File: src/rtl/instr_fetch_queue_if.sv
// rtl/instr_fetch_queue_if.sv - fetch-queue memory and core-side handshake bundle
interface instr_fetch_queue_if #(
  parameter int XLEN = 64
);
  logic            mem_req;
  logic [XLEN-1:0] mem_addr;
  logic            mem_gnt;
  logic            mem_rvalid;
  logic [31:0]     mem_rdata;
  logic            inst_valid;
  logic            inst_ready;
  logic [31:0]     inst_data;
  logic [XLEN-1:0] inst_pc;
  logic            redirect;
  logic [XLEN-1:0] redirect_pc;

  modport master (
    output mem_req, mem_addr, inst_valid, inst_data, inst_pc,
    input  mem_gnt, mem_rvalid, mem_rdata, inst_ready, redirect, redirect_pc
  );

  modport slave (
    input  mem_req, mem_addr, inst_valid, inst_data, inst_pc,
    output mem_gnt, mem_rvalid, mem_rdata, inst_ready, redirect, redirect_pc
  );
endinterface

File: src/rtl/instr_fetch_queue.sv
// rtl/instr_fetch_queue.sv - sequential instruction fetcher with {pc, instr} queue and redirect flush
// Optional zero-latency bypass of an empty queue: define IFQ_BYPASS_EN.
module instr_fetch_queue #(
  parameter int              XLEN     = 64,
  parameter int              DEPTH    = 4,
  parameter logic [XLEN-1:0] RESET_PC = '0
) (
  input logic                 clk,
  input logic                 rst,
  instr_fetch_queue_if.master bus
);
  localparam int PW = $clog2(DEPTH);
  localparam int CW = PW + 1;

  typedef enum logic [1:0] {S_REQ, S_WAIT, S_DROP} state_e;

  state_e          state_q, state_d;
  logic [XLEN-1:0] fpc_q, fpc_d;
  logic [XLEN-1:0] inflight_pc_q, inflight_pc_d;
  logic [CW-1:0]   count_q, count_d;
  logic [PW-1:0]   rd_ptr_q, rd_ptr_d;
  logic [PW-1:0]   wr_ptr_q, wr_ptr_d;
  logic [31:0]     data_q [DEPTH];
  logic [XLEN-1:0] pc_q   [DEPTH];

  logic queue_empty, resp, bypass, grant, push, pop;
  logic mem_req, inst_valid;

  assign queue_empty = (count_q == '0);
  assign resp        = (state_q == S_WAIT) && bus.mem_rvalid;

`ifdef IFQ_BYPASS_EN
  assign bypass = queue_empty && resp && !bus.redirect && !rst;
`else
  assign bypass = 1'b0;
`endif

  // Only one request outstanding, and only when a queue slot is guaranteed for it.
  assign mem_req    = !rst && (state_q == S_REQ) && (count_q < CW'(DEPTH));
  assign grant      = mem_req && bus.mem_gnt;
  assign inst_valid = !rst && (!queue_empty || bypass);

  assign bus.mem_req    = mem_req;
  assign bus.mem_addr   = fpc_q;
  assign bus.inst_valid = inst_valid;
  assign bus.inst_data  = bypass ? bus.mem_rdata  : data_q[rd_ptr_q];
  assign bus.inst_pc    = bypass ? inflight_pc_q  : pc_q[rd_ptr_q];

  assign pop  = inst_valid && bus.inst_ready && !bus.redirect && !queue_empty;
  assign push = resp && !bus.redirect && !rst && !(bypass && bus.inst_ready);

  always_comb begin
    state_d       = state_q;
    fpc_d         = fpc_q;
    inflight_pc_d = inflight_pc_q;
    count_d       = count_q + CW'(push) - CW'(pop);
    rd_ptr_d      = rd_ptr_q + PW'(pop);
    wr_ptr_d      = wr_ptr_q + PW'(push);

    unique case (state_q)
      S_REQ: begin
        if (grant) begin
          fpc_d         = fpc_q + XLEN'(4);
          inflight_pc_d = fpc_q;
          state_d       = S_WAIT;
        end
      end
      S_WAIT, S_DROP: begin
        if (bus.mem_rvalid) state_d = S_REQ;
      end
      default: state_d = S_REQ;
    endcase

    // A request still owed a response after redirect must have its data thrown away.
    if (bus.redirect) begin
      fpc_d    = bus.redirect_pc & ~XLEN'(3);
      count_d  = '0;
      rd_ptr_d = '0;
      wr_ptr_d = '0;
      if (state_d == S_WAIT) state_d = S_DROP;
    end
  end

  always_ff @(posedge clk) begin
    if (rst) begin
      state_q       <= S_REQ;
      fpc_q         <= RESET_PC;
      inflight_pc_q <= RESET_PC;
      count_q       <= '0;
      rd_ptr_q      <= '0;
      wr_ptr_q      <= '0;
    end else begin
      state_q       <= state_d;
      fpc_q         <= fpc_d;
      inflight_pc_q <= inflight_pc_d;
      count_q       <= count_d;
      rd_ptr_q      <= rd_ptr_d;
      wr_ptr_q      <= wr_ptr_d;
    end
  end

  always_ff @(posedge clk) begin
    if (push) begin
      data_q[wr_ptr_q] <= bus.mem_rdata;
      pc_q[wr_ptr_q]   <= inflight_pc_q;
    end
  end
endmodule

File: src/flat_wrapper.sv
// flat-port wrapper written by rule: the top's interface ports become plain ports
module instr_fetch_queue_flat 
#(
  parameter int              XLEN     = 64,
  parameter int              DEPTH    = 4,
  parameter logic [XLEN-1:0] RESET_PC = '0
)
  (clk, rst, bus_mem_req, bus_mem_addr, bus_inst_valid, bus_inst_data, bus_inst_pc, bus_mem_gnt, bus_mem_rvalid, bus_mem_rdata, bus_inst_ready, bus_redirect, bus_redirect_pc);
  instr_fetch_queue_if #(.XLEN(XLEN)) bus_i ();
  input logic clk;
  input logic rst;
  output wire logic [$bits(bus_i.mem_req)-1:0] bus_mem_req;
  output wire logic [$bits(bus_i.mem_addr)-1:0] bus_mem_addr;
  output wire logic [$bits(bus_i.inst_valid)-1:0] bus_inst_valid;
  output wire logic [$bits(bus_i.inst_data)-1:0] bus_inst_data;
  output wire logic [$bits(bus_i.inst_pc)-1:0] bus_inst_pc;
  input wire logic [$bits(bus_i.mem_gnt)-1:0] bus_mem_gnt;
  input wire logic [$bits(bus_i.mem_rvalid)-1:0] bus_mem_rvalid;
  input wire logic [$bits(bus_i.mem_rdata)-1:0] bus_mem_rdata;
  input wire logic [$bits(bus_i.inst_ready)-1:0] bus_inst_ready;
  input wire logic [$bits(bus_i.redirect)-1:0] bus_redirect;
  input wire logic [$bits(bus_i.redirect_pc)-1:0] bus_redirect_pc;
  assign bus_mem_req = bus_i.mem_req;
  assign bus_mem_addr = bus_i.mem_addr;
  assign bus_inst_valid = bus_i.inst_valid;
  assign bus_inst_data = bus_i.inst_data;
  assign bus_inst_pc = bus_i.inst_pc;
  assign bus_i.mem_gnt = bus_mem_gnt;
  assign bus_i.mem_rvalid = bus_mem_rvalid;
  assign bus_i.mem_rdata = bus_mem_rdata;
  assign bus_i.inst_ready = bus_inst_ready;
  assign bus_i.redirect = bus_redirect;
  assign bus_i.redirect_pc = bus_redirect_pc;
  instr_fetch_queue #(.XLEN(XLEN), .DEPTH(DEPTH), .RESET_PC(RESET_PC)) u_core (.clk(clk), .rst(rst), .bus(bus_i));
endmodule
File: config.mk
export PLATFORM = sky130hd
export DESIGN_NAME = instr_fetch_queue_flat
export DESIGN_NICKNAME = d
export VERILOG_FILES = /design/src/rtl/instr_fetch_queue_if.sv /design/src/rtl/instr_fetch_queue.sv /design/src/flat_wrapper.sv
export SDC_FILE = /design/constraint.sdc
export NUM_CORES = 1
export LEC_CHECK = 0
export ABC_CLOCK_PERIOD_IN_PS = 10950
export BUFFER_PORTS_ARGS = -buffer_cell sky130_fd_sc_hd__buf_2
export CORE_ASPECT_RATIO = 1.4
export CORE_MARGIN = 2
export CORE_UTILIZATION = 57
export DETAILED_ROUTE_END_ITERATION = 8
export PLACE_DENSITY_LB_ADDON = 0.05
export SLEW_MARGIN = 20
export SYNTH_ARGS = -nofsm -noshare
export SYNTH_HDL_FRONTEND = slang
export SYNTH_SLANG_ARGS = --single-unit
File: constraint.sdc
create_clock -name clk -period 10.95 [get_ports clk]
set_input_delay 1.6425 -clock clk [delete_from_list [all_inputs] [get_ports clk]]
set_output_delay 1.6425 -clock clk [all_outputs]
set_load 0.05 [all_outputs]
After elaboration in Yosys (flattened, before gate mapping):

Memory sizes are Yosys's and may differ from the RTL's. A register that Yosys moved wholly into a read port is not among the register bits.
Index checks and enable logic that the tools add are counted.

* flip-flop bits (word level): 137
* memory bits (writable): 384
* input bits: 102
* output and inout bits: 162
* word-level logic and storage cells: 51
* memories kept: 2

* add/subtract/negate cells: 5
* $lt $le $gt $ge: 1
* eq/ne operators: 3
* mux-type cells: 12
* reductions and logical operators: 21

Memory list
* u_core.pc_q: words 4, bits a word 64, rd ports 1, clocked after memory_dff 1, wr ports 1, RTL line instr_fetch_queue.sv:24 `logic [XLEN-1:0] pc_q [DEPTH];`
* u_core.data_q: words 4, bits a word 32, rd ports 1, clocked after memory_dff 1, wr ports 1, RTL line instr_fetch_queue.sv:23 `logic [31:0] data_q [DEPTH];`

Operators with widths (number)
* $mux W64: 3
* $add A64 B3 Y64 const B: 1
* $mux W2: 6
* $logic_and A1 B1 Y1: 10
* $add A2 B1 Y2: 2
* $eq A2 B1 Y1 const B: 2
* $pmux W2 S2: 1
* $reduce_and A2 Y1: 2
* $reduce_bool A2 Y1: 2
* $reduce_or A2 Y1: 2
* $add A3 B1 Y3: 1
* $logic_not A1 Y1: 3
* $logic_not A3 Y1: 1
* $lt A3 B3 Y1 const B: 1
* $sub A3 B1 Y3: 1
* $eq A2 B2 Y1 const B: 1
* $logic_not A2 Y1: 1
* $mux W1: 2

Logic depth before layout (Yosys ltp):

Gate-level depths: netlist of the first run.

* depth after elaboration: 9
* mapped depth: 11

Worst setup path before layout of the first run:

Ideal clock, no wire load.

* path kind: input to register
* from: input port rst
* to: memory u_core.data_q[0][0], enable pin
* data arrival time: 9.238 ns
* path slack: 1.031 ns
* cell stages on the path: 5
* path buffers: 2
* path through: clkbuf_1 > nor2_1 > and3_1 > clkbuf_1 > nor3b_1

* longest elaborated chain between the ends: 4

RTL lines
* from (decl): RTL line flat_wrapper.sv:11 `input logic rst;`
* $logic_not A1 Y1: RTL line instr_fetch_queue.sv:50 `assign push = resp && !bus.redirect && !rst && !(bypass && bus.inst_ready);`
* $logic_and A1 B1 Y1: RTL line instr_fetch_queue.sv:50
* $mux W1: RTL line instr_fetch_queue.sv:103 `if (push) begin`
* $mux W1 (implied by the code): RTL line instr_fetch_queue.sv:104 `data_q[wr_ptr_q] <= bus.mem_rdata;`
* to (decl): RTL line instr_fetch_queue.sv:23

No other way between the ends.

==> reports/metrics.yaml, run 1 <==
run_status:
  status: "completed"
detailed_routing:
  wl_per_cell_um: 22.4
  antenna_left: 0
  viasPerCell: 5.98
  drc: 0
  num_vias: 12209
  wl_um: 45700
  dr.pass1.iters: 5
  drtIter0Drc: 967
setup_path:
  rrSetupSlack_ns: 7.50
  critPathMaxFanout: 37
  cp-end-kind: "output port"
  cp_data_required_time_ns: 9.31
  rr_worst_depth: 7
  cp_data_arrival_time_ns: 3.54
  path_class: "register to output port"
  crit_path_end: "bus_inst_pc[9]"
  startpoint: "u_core.rd_ptr_q[0]$_SDFF_PP0_"
  critPathLaunchType: "register"
  r2r-start: "u_core.state_q[1]$_SDFF_PP0_"
  r2r-end: "u_core.bus.mem_addr[47]$_SDFFE_PP0P_"
worst_hold_path:
  hp-start: "u_core.inflight_pc_q[6]$_SDFFE_PP0P_"
  hp-class: "register to register"
floorplanning:
  rows: 80
  start_util_pct: 58.1
  die_h_um: 225
  die-area_sq_um: 36400
  die_w_um: 162
  io_pins: 264
  fp.coreArea_sq_um: 34200
logic_synthesis:
  synthTopCellsByCount: "376 x edfxtp_1, 169 x nand2_1, 133 x dfxtp_1"
  ys_seq_elements: 509
  synth_ff_type: "edfxtp_1"
  syn_area_sq_um: 19900
  synth_area_leaders: "edfxtp_1 57%, dfxtp_1 13%, mux4_2 11%"
  yosysTopAreaCell: "edfxtp_1"
  synth_top_area_share_pct: 56.8
  synthArstFlopShare_pct: 0
  yosysSeqAreaShare_pct: 70.2
  postSynthCellCount: 1313
  synth_edf_count: 376
  yosysWarnings: 0
  ys_types: 52
  yosysMostFrequentCell: "edfxtp_1"
  syn_area_per_cell_sq_um: 15.1
cts:
  clock_latency_ns: 0.56
  ctsResizeCount: 0
  cts_tree: "done"
  cts_hold_buffers: 0
  postCtsSetupBuffers: 0
  cts_root_buf: "clkbuf_16"
  cts.clk_slew.worst_paths_ns: 0.06
  htreeDepth: 2
  cts_buffers: 45
  cts_buffer_depth: 3
  cts.sinks: 509
sta:
  setup_viol: 0
  slew_violations: 0
  max_freq_mhz: 193
  fin_setup_tns_ns: 0
  rsz0062_at_grt: "no"
  hold_viol: 0
  finalCriticalPeriod_ns: 5.19
  maxSlewHeadroom_pct: 27.0
  tightest_slew_ns: 1.09
  finalCritPeriodShare_pct: 47.4
  skew_ns: 0.0178
grt:
  grt_pass1_wl_um: 69600
  overflow: 0
  track_usage_pct: 25.1
  grt_max_degree: 102
  grt_pass1_vias: 12114
  grt_antenna_before_repair: 7
pwr:
  peakVddDrop_v: 0.000167
  power_density_nw_per_um2: 169
  power.leakage_nw: 7.94
finish:
  area_growth_pct: 16.5
  fill_cells: 2501
  nets: 1662
  drive_gt1_share_pct: 28.8
  design_area_sq_um: 23200
flow_run:
  timing.max_cap.violations: 0
place:
  hpwl_um: 28300
  gp_congestion: 0.827
  io_buffers: 257
  placed_area_sq_um: 21600
-- cells in the final DEF, fill, tap and decap left out, types with 16 or more instances in the layout --
cell type,netlist,layout
a21oi_1,76,76
clkbuf_16,0,49
a211oi_1,24,24
nand4_1,36,36
nor2_1,75,73
a311oi_1,20,20
nand2_1,169,169
dfxtp_1,133,131
mux4_2,94,94
nor4_1,17,17
edfxtp_1,376,376
nand3_1,30,30
nor3_1,17,17
buf_2,3,256
xnor2_1,24,24
buf_4,4,16
-- power by group --
part	leakage, nW	total [mW]	switching, mW	internal [mW]
Clock	0.747	1.59	0.675	0.920
Sequential	4.54	2.12	0.0413	2.08
Combinational	2.65	0.184	0.133	0.0515
-- sequential cells by signal, indices dropped and copies added (netlist names) --
| signal | count |
|---|---|
| u_core.pc_q | 248 |
| u_core.data_q | 128 |
| u_core.bus.mem_addr | 62 |
| u_core.inflight_pc_q | 62 |
| u_core.count_q | 3 |
| u_core.rd_ptr_q | 2 |
| u_core.state_q | 2 |
| u_core.wr_ptr_q | 2 |
-- final cells by class --
class,count,area [sq um],area share (%)
Clock buffer,63,1330,5.74
Sequential cell,509,14000,60.3
Multi-Input combinational cell,709,5610,24.2
Tap cell,451,564,2.44
Timing Repair Buffer,274,1460,6.29
Antenna cell,2,5.00,0.0216
Inverter,14,52.6,0.227
Clock inverter,20,176,0.762
-- how the worst min path moves through the flow --
| stage | end | depth (start not counted) | slack, ns |
|---|---|---|---|
| after floorplan | u_core.pc_q[0][10]$_DFFE_PP_ | 0 | 0.46 |
| after global placement | u_core.pc_q[3][6]$_DFFE_PP_ | 0 | 0.47 |
| after CTS | u_core.inflight_pc_q[14]$_SDFFE_PP0P_ | 2 | 0.49 |
| after global routing | u_core.inflight_pc_q[15]$_SDFFE_PP0P_ | 2 | 0.51 |
| after detailed placement | u_core.inflight_pc_q[6]$_SDFFE_PP0P_ | 2 | 0.49 |
| final | u_core.inflight_pc_q[6]$_SDFFE_PP0P_ | 2 | 0.49 |
-- stage by stage --
stage / setup WS, ns / hold WS, ns / power [mW] / utilization (%) / cells
6_report: 5.76 / 0.494 / 3.90 / 67.6 / 2042
5_1_grt: 5.40 / 0.515 / 4.01 / 67.6 / 2041
2_1_floorplan: 1.03 / 0.460 / 2.28 / - / 1316
3_3_place_gp: 5.81 / 0.471 / 2.34 / 63.1 / 1955
4_1_cts: 5.56 / 0.494 / 3.93 / 67.5 / 2039
3_5_place_dp: 5.83 / 0.487 / 2.35 / 63.2 / 1956
-- critical path: stages (launching register included) --
cell and delay (ns):
dfxtp_4 0.74, buf_4 0.72, buf_4 0.65, mux4_2 0.60, buf_2 0.23
-- routing by layer --
layer	vias up	track usage [%]	part of all wire (%)
li1	5561	-	-
met1	6119	32.4	39
met2	432	42.7	51
met3	85	5.47	7.4
met4	12	7.71	2.5
met5	-	0	0.17
-- kinds of logic after synthesis --
group                    synth area share, %
AO/OA/AOI/OAI                           5.03
multiplexers                            10.8
buffers and inverters                   1.94
AND/OR/NAND/NOR                         9.79
other                                 0.0189
XOR/XNOR                                1.72
flip-flops                              70.2
adder cells (fa/ha/maj)                0.478
(Power assumes the default switching activity.)
==> run 2: changes to the inputs <==
Settings changed: ABC_CLOCK_PERIOD_IN_PS 10950 to 4400, CORE_UTILIZATION 57 to 52.
Clock period 10.95 ns to 4.4 ns, I/O delays scaled along.
==> run 2 against run 1 <==
Net effect:
- via count hardly changed
- non-clock buffer count is 15 higher
- cell count is 2.0% higher
- critical path depth is 1 lower
- critical endpoint is now bus_inst_pc[26]
- largest cell class unchanged
- largest power group unchanged
==> reports/metrics.yaml, run 2 (synthesis gave the netlist of run 1 again) <==
grt:
  grt_antenna_before_repair: 9
  grt_pass1_vias: 12412
  overflow: 0
  grt_max_degree: 65
  grt_pass1_wl_um: 72700
  track_usage_pct: 24.0
cts:
  cts_root_buf: "clkbuf_16"
  cts_buffers: 47
  cts.sinks: 509
  cts_hold_buffers: 0
  cts.clk_slew.worst_paths_ns: 0.06
  clock_latency_ns: 0.57
  cts_buffer_depth: 3
  htreeDepth: 2
  ctsResizeCount: 0
  cts_tree: "done"
  postCtsSetupBuffers: 0
place:
  gp_congestion: 0.863
  io_buffers: 257
  hpwl_um: 30600
  post-place-cells: 1994
finish:
  largest_register_ffs: 248
  max_flop_register: "u_core.pc_q"
  fill_cells: 2981
  drive_gt1_share_pct: 29.2
  layout_commonest_cell: "edfxtp_1"
  top_regs: "u_core.pc_q: 248 flops, u_core.data_q: 128 flops"
  nets: 1679
  fin_cells: 2083
  area_growth_pct: 18.0
  final_cell_mix: "376 x edfxtp_1, 256 x buf_2, 169 x nand2_1, 131 x dfxtp_1, 94 x mux4_2"
sta:
  hold_viol: 0
  tightest_slew_ns: 0.840
  rsz0062_at_grt: "no"
  maxSlewHeadroom_pct: 44.0
  finalCriticalPeriod_ns: 3.30
  finalCritPeriodShare_pct: 75.0
  setup_viol: 0
  fin_setup_tns_ns: 0
  max_freq_mhz: 303
  worst_hold_slack_ns: 0.313
  skew_ns: 0.0219
  slew_violations: 0
floorplanning:
  die_h_um: 235
  fp.coreArea_sq_um: 37600
  start_util_pct: 52.8
  die_w_um: 169
  die-area_sq_um: 39800
  io_pins: 264
  rows: 84
pwr:
  power.leakage_nw: 8.04
  peakVddDrop_v: 0.000373
  power_density_nw_per_um2: 419
detailed_routing:
  num_vias: 12204
  dr.pass1.iters: 5
  drtIter0Drc: 906
  wl_um: 47400
  drc: 0
  viasPerCell: 5.86
  wl_per_cell_um: 22.8
  antenna_left: 0
setup_path:
  cp_data_arrival_time_ns: 2.64
  crit_slowest_cell: "dfxtp_4"
  cp-end-kind: "output port"
  rr_worst_depth: 9
  path_class: "register to output port"
  path_cells: "buf_4, mux4_2, buf_2"
  path_buf_inv: 2
  critPathMaxFanout: 35
  worst-path-stages: 3
  cp_data_required_time_ns: 3.74
  cpLargestDelayFamily: "flip-flops"
  cpPeakStageDelay_ns: 0.89
  critPathLaunchType: "register"
flow_run:
  timing.max_cap.violations: 0
worst_hold_path:
  hp-class: "input pin to register"
  hold_depth: 1
run_status:
  status: "completed"
## run 2: cell types whose count changed in the layout (fill, tap and decap cells not counted), moves of 2 or more
| cell | before | now |
|---|---|---|
| clkbuf_8 | 5 | 8 |
| buf_16 | 2 | 0 |
| buf_4 | 16 | 20 |
| clkbuf_16 | 49 | 47 |
| inv_6 | 1 | 4 |
| clkinv_2 | 11 | 3 |
| clkbuf_1 | 9 | 17 |
| clkinv_1 | 4 | 2 |
| buf_12 | 0 | 13 |
## run 2: final timing paths
kind                                              end  slack, ns                                   from
hold reg to reg          u_core.pc_q[0][37]$_DFFE_PP_       0.49  u_core.inflight_pc_q[37]$_SDFFE_PP0P_
setup / recovery                      bus_inst_pc[26]       1.10          u_core.rd_ptr_q[0]$_SDFF_PP0_
hold / removal         u_core.data_q[0][22]$_DFFE_PP_       0.31                      bus_mem_rdata[22]
setup reg to reg  u_core.bus.mem_addr[8]$_SDFFE_PP0P_       1.48           u_core.state_q[0]$_SDFF_PP0_
## run 2: metal layers
layer  share of wire, %  global-route usage [%]  vias to the layer above
li1                   -                       -                     5595
met1                 40                    30.4                     6127
met3                6.9                    5.55                       84
met2                 51                    41.5                      384
met5               0.20                       0                        -
met4                2.3                    6.84                       14
## run 2: stage by stage
stage | total power, mW | worst slack [ns] | area (sq um) | utilization [%]
4_1_cts | 9.93 | 1.00 | 23500 | 62.4
2_1_floorplan | 5.66 | -1.17 | 19900 | -
3_5_place_dp | 5.86 | 1.20 | 21900 | 58.2
5_1_grt | 10.1 | 0.900 | 23500 | 62.4
6_report | 9.84 | 1.10 | 23500 | 62.4
3_3_place_gp | 5.85 | 1.23 | 21900 | 58.2
## run 2: area by class of cell
cell class                 instances  area (sq um)  share of cell area, %
multi-input combinational        709          5620                   23.9
clock inverter                    15           196                  0.837
sequential                       509         14000                   59.5
clock buffer                      72          1350                   5.75
tap                              473           592                   2.52
timing repair buffer             289          1690                   7.21
inverter                          14          53.8                  0.229
antenna                            2          5.00                 0.0213
## run 2: report_power, final
| part | switching, mW | total, mW | internal (mW) | leakage [nW] |
|---|---|---|---|---|
| Clock | 1.73 | 4.09 | 2.36 | 0.747 |
| Sequential | 0.104 | 5.29 | 5.18 | 4.54 |
| Combinational | 0.334 | 0.465 | 0.131 | 2.75 |
| Total | 2.16 | 9.84 | 7.67 | 8.04 |
## run 2: worst register-to-register path, delay by kind of cell, from the launching register on
family	cells	cell delay, ns
mux	1	0.14
fa+ha+maj	1	0.30
simple gates	3	0.69
buf+inv	3	1.14
xor+xnor	1	0.16
flops	1	0.35
